`config.mk`:
```
export PLATFORM = sky130hd
export DESIGN_NAME = text_overlay_gen
export DESIGN_NICKNAME = d
export VERILOG_FILES = /design/src/rtl/text_overlay_gen.sv
export SDC_FILE = /design/constraint.sdc
export NUM_CORES = 1
export LEC_CHECK = 0
export ABC_AREA = 0
export BUFFER_PORTS_ARGS = -buffer_cell sky130_fd_sc_hd__buf_2
export CAP_MARGIN = 20
export CORE_ASPECT_RATIO = 2
export CORE_MARGIN = 2
export CORE_UTILIZATION = 55
export DETAILED_ROUTE_END_ITERATION = 12
export PLACE_DENSITY_LB_ADDON = 0.05
export SYNTH_ARGS = -nofsm -noshare
export SYNTH_HDL_FRONTEND = slang
export SYNTH_SLANG_ARGS = --single-unit
```
`constraint.sdc`:
```
create_clock -name clk -period 1.9 [get_ports clk]
set_input_delay 0.285 -clock clk [delete_from_list [all_inputs] [get_ports clk]]
set_output_delay 0.285 -clock clk [all_outputs]
set_load 0.05 [all_outputs]
```
`src/rtl/text_overlay_gen.sv`:
```
// Multi-line text overlay: maps the current pixel onto a writable character/colour
// buffer, fetches the glyph row from an external synchronous font ROM and emits colour.
module text_overlay_gen #(
    parameter int NUM_LINES      = 3,
    parameter int CHARS_PER_LINE = 3,
    parameter int SCALE          = 3,
    parameter int X0             = 192,
    parameter int Y0             = 64,
    parameter int BLINK_FRAMES   = 30,
    localparam int LW = (NUM_LINES > 1) ? $clog2(NUM_LINES) : 1,
    localparam int CW = (CHARS_PER_LINE > 1) ? $clog2(CHARS_PER_LINE) : 1
) (
    input  logic                 clk,
    input  logic                 reset,
    input  logic [9:0]           pix_x,
    input  logic [9:0]           pix_y,
    input  logic                 video_on,
    input  logic                 frame_tick,
    input  logic                 wr_en,
    input  logic [LW-1:0]        wr_line,
    input  logic [CW-1:0]        wr_col,
    input  logic [6:0]           wr_char,
    input  logic [2:0]           wr_color,
    input  logic [NUM_LINES-1:0] blink_mask,
    output logic [10:0]          rom_addr,
    input  logic [7:0]           font_word,
    output logic [NUM_LINES-1:0] text_on,
    output logic [2:0]           text_rgb
);

    localparam int W     = 8 << SCALE;
    localparam int H     = 16 << SCALE;
    localparam int X_END = X0 + CHARS_PER_LINE * W;
    localparam int DEPTH = NUM_LINES * CHARS_PER_LINE;
    localparam int IW    = (DEPTH > 1) ? $clog2(DEPTH) : 1;
    localparam int CNT_W = (BLINK_FRAMES > 1) ? $clog2(BLINK_FRAMES) : 1;

    logic [9:0]           r_buf [DEPTH];
    logic [CNT_W-1:0]     r_blink_cnt;
    logic                 r_blink_phase;

    logic [10:0]          w_x, w_y, w_dx, w_dy_sel;
    logic [10:0]          w_dy [NUM_LINES];
    logic [NUM_LINES-1:0] w_hit_raw, w_hit;
    logic [LW-1:0]        w_sel;
    logic [CW-1:0]        w_col;
    logic [3:0]           w_row;
    logic [2:0]           w_bit;
    logic [IW-1:0]        w_idx, w_wr_idx;
    logic [9:0]           w_cell;
    logic                 w_blank, w_wr_ok, w_font_bit;

    logic [2:0]           r_bit1, r_bit2, r_color1, r_color2;
    logic [NUM_LINES-1:0] r_hit1, r_hit2;
    logic                 r_blank1, r_blank2;

    assign w_x  = {1'b0, pix_x};
    assign w_y  = {1'b0, pix_y};
    assign w_dx = w_x - 11'(X0);

    genvar gi;
    generate
        for (gi = 0; gi < NUM_LINES; gi++) begin : g_line
            localparam int YT = Y0 + gi * H;
            assign w_dy[gi]      = w_y - 11'(YT);
            assign w_hit_raw[gi] = video_on && (w_x >= 11'(X0)) && (w_x < 11'(X_END))
                                   && (w_y >= 11'(YT)) && (w_y < 11'(YT + H));
        end
    endgenerate

    // Scan from the top index down so the lowest matching line is the one kept.
    always_comb begin
        w_hit    = '0;
        w_sel    = '0;
        w_dy_sel = '0;
        for (int l = NUM_LINES - 1; l >= 0; l--) begin
            if (w_hit_raw[l]) begin
                w_hit    = '0;
                w_hit[l] = 1'b1;
                w_sel    = LW'(l);
                w_dy_sel = w_dy[l];
            end
        end
    end

    assign w_col   = CW'(w_dx >> (SCALE + 3));
    assign w_row   = 4'(w_dy_sel >> SCALE);
    assign w_bit   = 3'(w_dx >> SCALE);
    assign w_idx   = IW'(32'(w_sel) * CHARS_PER_LINE + 32'(w_col));
    assign w_cell  = (|w_hit) ? r_buf[w_idx] : 10'h000;
    assign w_blank = (|(w_hit & blink_mask)) & ~r_blink_phase;

    assign w_wr_ok  = wr_en && (32'(wr_line) < NUM_LINES) && (32'(wr_col) < CHARS_PER_LINE);
    assign w_wr_idx = IW'(32'(wr_line) * CHARS_PER_LINE + 32'(wr_col));

    // Read is combinational into S1, so a same-edge write is seen from the next pixel.
    always_ff @(posedge clk or negedge reset) begin
        if (!reset) begin
            for (int i = 0; i < DEPTH; i++) r_buf[i] <= '0;
        end else if (w_wr_ok) begin
            r_buf[w_wr_idx] <= {wr_color, wr_char};
        end
    end

    always_ff @(posedge clk or negedge reset) begin
        if (!reset) begin
            r_blink_cnt   <= '0;
            r_blink_phase <= 1'b1;
        end else if (frame_tick) begin
            if (r_blink_cnt == CNT_W'(BLINK_FRAMES - 1)) begin
                r_blink_cnt   <= '0;
                r_blink_phase <= ~r_blink_phase;
            end else begin
                r_blink_cnt <= r_blink_cnt + 1'b1;
            end
        end
    end

    assign w_font_bit = font_word[3'd7 - r_bit2];

    always_ff @(posedge clk or negedge reset) begin
        if (!reset) begin
            rom_addr <= '0;
            r_bit1   <= '0;
            r_hit1   <= '0;
            r_color1 <= '0;
            r_blank1 <= 1'b0;
            r_bit2   <= '0;
            r_hit2   <= '0;
            r_color2 <= '0;
            r_blank2 <= 1'b0;
            text_on  <= '0;
            text_rgb <= '0;
        end else begin
            rom_addr <= (|w_hit) ? {w_cell[6:0], w_row} : 11'h000;
            r_bit1   <= w_bit;
            r_hit1   <= w_hit;
            r_color1 <= w_cell[9:7];
            r_blank1 <= w_blank;
            r_bit2   <= r_bit1;
            r_hit2   <= r_hit1;
            r_color2 <= r_color1;
            r_blank2 <= r_blank1;
            text_on  <= r_hit2;
            text_rgb <= ((|r_hit2) && !r_blank2 && w_font_bit) ? r_color2 : 3'b000;
        end
    end

endmodule

```
==> impl_metrics.env <==
export IMPL_rrSetupSlack_ps=400
export IMPL_cts_num_sinks=133
export IMPL_timing_hold_worst_start="pix_y[4]"
export IMPL_post_synth_xor_area_fraction_pct=0.448
export IMPL_initial_utilization_pct=55.9
export IMPL_power_leakage_uw=0.00381
export IMPL_max_slew_margin_pct=32.8
export IMPL_synth_seq_cells=133
export IMPL_ys_async_sr_fraction_pct=100
export IMPL_syn_mean_instance_area_um2=15.9
export IMPL_clock_skew_ps=9.92
export IMPL_synthesis_nets=431
export IMPL_final_hold_viol_count=0
export IMPL_final_setup_worst_slack_ps=-1280
export IMPL_critical_path_top_cell_by_count="sky130_fd_sc_hd__nor2b_1"
export IMPL_row_count=53
export IMPL_drc_violation_count_after_routing=0
export IMPL_post_drt_via_cell_ratio=5.64
export IMPL_fin_total_pwr_uw=9990
export IMPL_final_layout_size_suffix_gt1_share_pct=53.2
export IMPL_clk_insertion_delay_late_ps=410
export IMPL_antenna_violations_before_repair=0
export IMPL_globalRoute_totalOverflow=0
export IMPL_synthCells=369
export IMPL_worst_ep_arrival_time_ps=3480
export IMPL_hold_ws_ps=76.9
export IMPL_detail_route_first_pass_iterations=4
export IMPL_synth_yosys_warnings=0
export IMPL_synth_compound_area_share_pct=2.65
export IMPL_h_tree_depth=4
export IMPL_r2r_end="rom_addr[4]$_DFF_PN0_"
export IMPL_hpwl_after_dpl_mm=8.31
export IMPL_timing_critical_path_max_delay_family="adder cells"
export IMPL_main_combinational_cell_family_by_area_after_synthesis="multiplexers"
export IMPL_clk_path_buf_depth=2
export IMPL_report_final_setup_viol=100
export IMPL_crit_slowest_cell="sky130_fd_sc_hd__fa_2"
export IMPL_ys_flop_type="sky130_fd_sc_hd__dfrtp_1"
export IMPL_synthMuxAreaShare_pct=29.4
export IMPL_numCtsBuffers=17
export IMPL_design_die_area_mm2=0.0115
export IMPL_mostFrequentLayoutCell="sky130_fd_sc_hd__dfrtp_1"
export IMPL_chip_width_um=77.0
export IMPL_worst_setup_path_type="in2reg"
export IMPL_cts_clk_slew_worst_paths_ps=60
export IMPL_rsz_0062_raised_after_global_routing="yes"
export IMPL_critical_path_endpoint_type="flip-flop"
export IMPL_final_util_pct=74.6
export IMPL_placement_cell_area_mm2=0.00693
export IMPL_io_buffers=60
export IMPL_total_non_filler_cell_area_in_the_finished_layout_mm2=0.00782
export IMPL_endpoint_required_time_on_the_critical_path_ps=2200
export IMPL_drtAntennaViolNets=0
export IMPL_dr_total_vias=3615
export IMPL_layout_cells_most_common_list="sky130_fd_sc_hd__dfrtp_1 (132), sky130_fd_sc_hd__mux2_4 (62), sky130_fd_sc_hd__buf_2 (56), sky130_fd_sc_hd__mux2_2 (39), sky130_fd_sc_hd__buf_4 (30)"
export IMPL_crit_reg2reg_launch="r_buf[10]$_DFFE_PN0P_"
export IMPL_worst_pin_slew_ps=1000
export IMPL_buf_inv_stages_crit_path=4
export IMPL_timing_final_max_slew_violations=0
export IMPL_hp_class="in2reg"
export IMPL_detailedPlace_worstSlack_ps=-1660
export IMPL_worst_path_largest_cell_delay_ps=590
export IMPL_detail_route_wl_per_cell_um=21.6
export IMPL_cp_depth=15
export IMPL_cell_count_of_the_worst_reg_to_reg_path=3
export IMPL_finalCritPeriodShare_pct=167
export IMPL_detail_route_wirelength_mm=13.8
export IMPL_gpl_final_weighted_congestion=0.746
export IMPL_dr_first_iter_drc_count=183
export IMPL_status="finished, violations left"
export IMPL_syn_area_mm2=0.00586
export IMPL_post_synth_fa_ha_maj_area_fraction_pct=3.07
export IMPL_yosys_area_share_simple_pct=5.59
export IMPL_synth_cell_types=41
export IMPL_startpoint_type="input port"
export IMPL_coreArea_mm2=0.0105
export IMPL_period_needed_ps=3180
export IMPL_die_y_um=150
export IMPL_violations="negative setup slack"
export IMPL_largest_fanout_on_the_critical_path=11
export IMPL_power_density_mw_per_mm2=1280
export IMPL_fmax_mhz=315
export IMPL_crit_path_launch="pix_x[6]"
export IMPL_maximum_number_of_pins_on_one_net_before_global_route_repair=55
export IMPL_synth_edff_count=0
export IMPL_areaGrowthSynthToFinish_pct=33.5
export IMPL_crit_chain="buf_8, ha_4, nor2b_1, o211ai_1, nor2b_1, nand2_1, fa_1, inv_1, ha_2, inv_2, fa_2, buf_12, mux4_1, mux2_2, a22o_1"
export IMPL_first_global_vias=3980
export IMPL_cts_root_buf="sky130_fd_sc_hd__clkbuf_16"
export IMPL_nNetsFinal=553
export IMPL_cap_viol_max_count=0
export IMPL_critical_path_endpoint="rom_addr[4]$_DFF_PN0_"
export IMPL_cts_tree="yes"
export IMPL_ios=67
export IMPL_grt_first_pass_wirelength_mm=21.8
export IMPL_yosysSeqAreaShare_pct=56.8
export IMPL_irDropWorstVdd_v=0.000945
export IMPL_num_fill_cells=683
export IMPL_groute_usage_overall_pct=25.5
export IMPL_diodes=0
-- cell type report --
type	instances	area, um^2	area share, %
Sequential cell	133	3330	42.6
Multi-Input combinational cell	214	2760	35.3
Timing Repair Buffer	114	921	11.8
Clock buffer	19	453	5.79
Tap cell	137	171	2.19
Clock inverter	13	146	1.87
Inverter	11	41.3	0.528
-- metrics by stage --
step,std cells,TNS [ps]
after detailed placement,594,-91530
after floorplan,369,-71780
after global routing,641,-56270
after CTS,637,-48780
final,641,-49830
after global placement,594,-87940
-- cells by family after synthesis --
logic type | Yosys count
muxes | 125
and+or+nand+nor | 52
xor gates and xnor gates | 3
adders and majority gates | 12
buffers and inverters | 24
AOI/OAI and AO/OA | 20
DFF | 133
-- power by group --
group          total, uW  internal, uW  switching (uW)  leakage, uW
logic               2370          1650             721      0.00184
registers           4360          3790             567      0.00169
clock network       3270          2010            1250     0.000279
total               9990          7450            2540      0.00381
-- cells in the mapped netlist (all sizes together) (4+ instances only) --
cell	count	area share (%)
nor3	7	0.88
buf	8	1.0
nand2	9	0.58
nand3	4	0.43
and2	7	0.75
inv	11	0.70
mux4	22	9.6
mux2	101	19
clkbuf	5	0.32
nor2b	6	0.64
ha	8	1.7
dfrtp	132	56
fa	4	1.4
nor2	5	0.36
a22o	10	1.5
-- worst register-to-register path, delay by kind of cell (launching register included) --
kind            cells  cell delay, ps
flops               1             370
mux                 2             820
compound gates      1             200
-- layer usage --
layer	share of wire (%)	wire, um	global-route usage [%]
met1	40	5480	30.6
met2	56	7750	46.3
met3	2.3	323	4.16
met4	2.0	282	8.75
met5	0	0	0
-- worst min-delay path by stage --
stage | end | cells after the start
2_1_floorplan | r_bit1[0]$_DFF_PN0_ | 0
3_3_place_gp | r_blink_cnt[3]$_DFFE_PN0P_ | 1
3_5_place_dp | r_blink_cnt[3]$_DFFE_PN0P_ | 1
4_1_cts | rom_addr[1]$_DFF_PN0_ | 2
5_1_grt | rom_addr[1]$_DFF_PN0_ | 2
6_report | rom_addr[1]$_DFF_PN0_ | 2
-- flip-flops by register name (all words and copies together), names as in the netlist --
signal and flops:
r_hit1 3, text_rgb 3, rom_addr 11, r_color2 3, r_blink_phase 1, r_bit2 3, r_blink_cnt 5, r_color1 3
text_on 3, r_buf 90, r_blank2 1, r_blank1 1, r_hit2 3, r_bit1 3
-- timing repair --
action | in CTS | in global routing
hold endpoints to repair | 16 | 0
setup endpoints to repair | 100 | 100
pin swaps | 12 | 5
resized for setup | 29 | 7
hold buffers | 4 | 0
cloned | 4 | 1
buffers inserted | 3 | 3
Power figures use the tool's default switching activity.
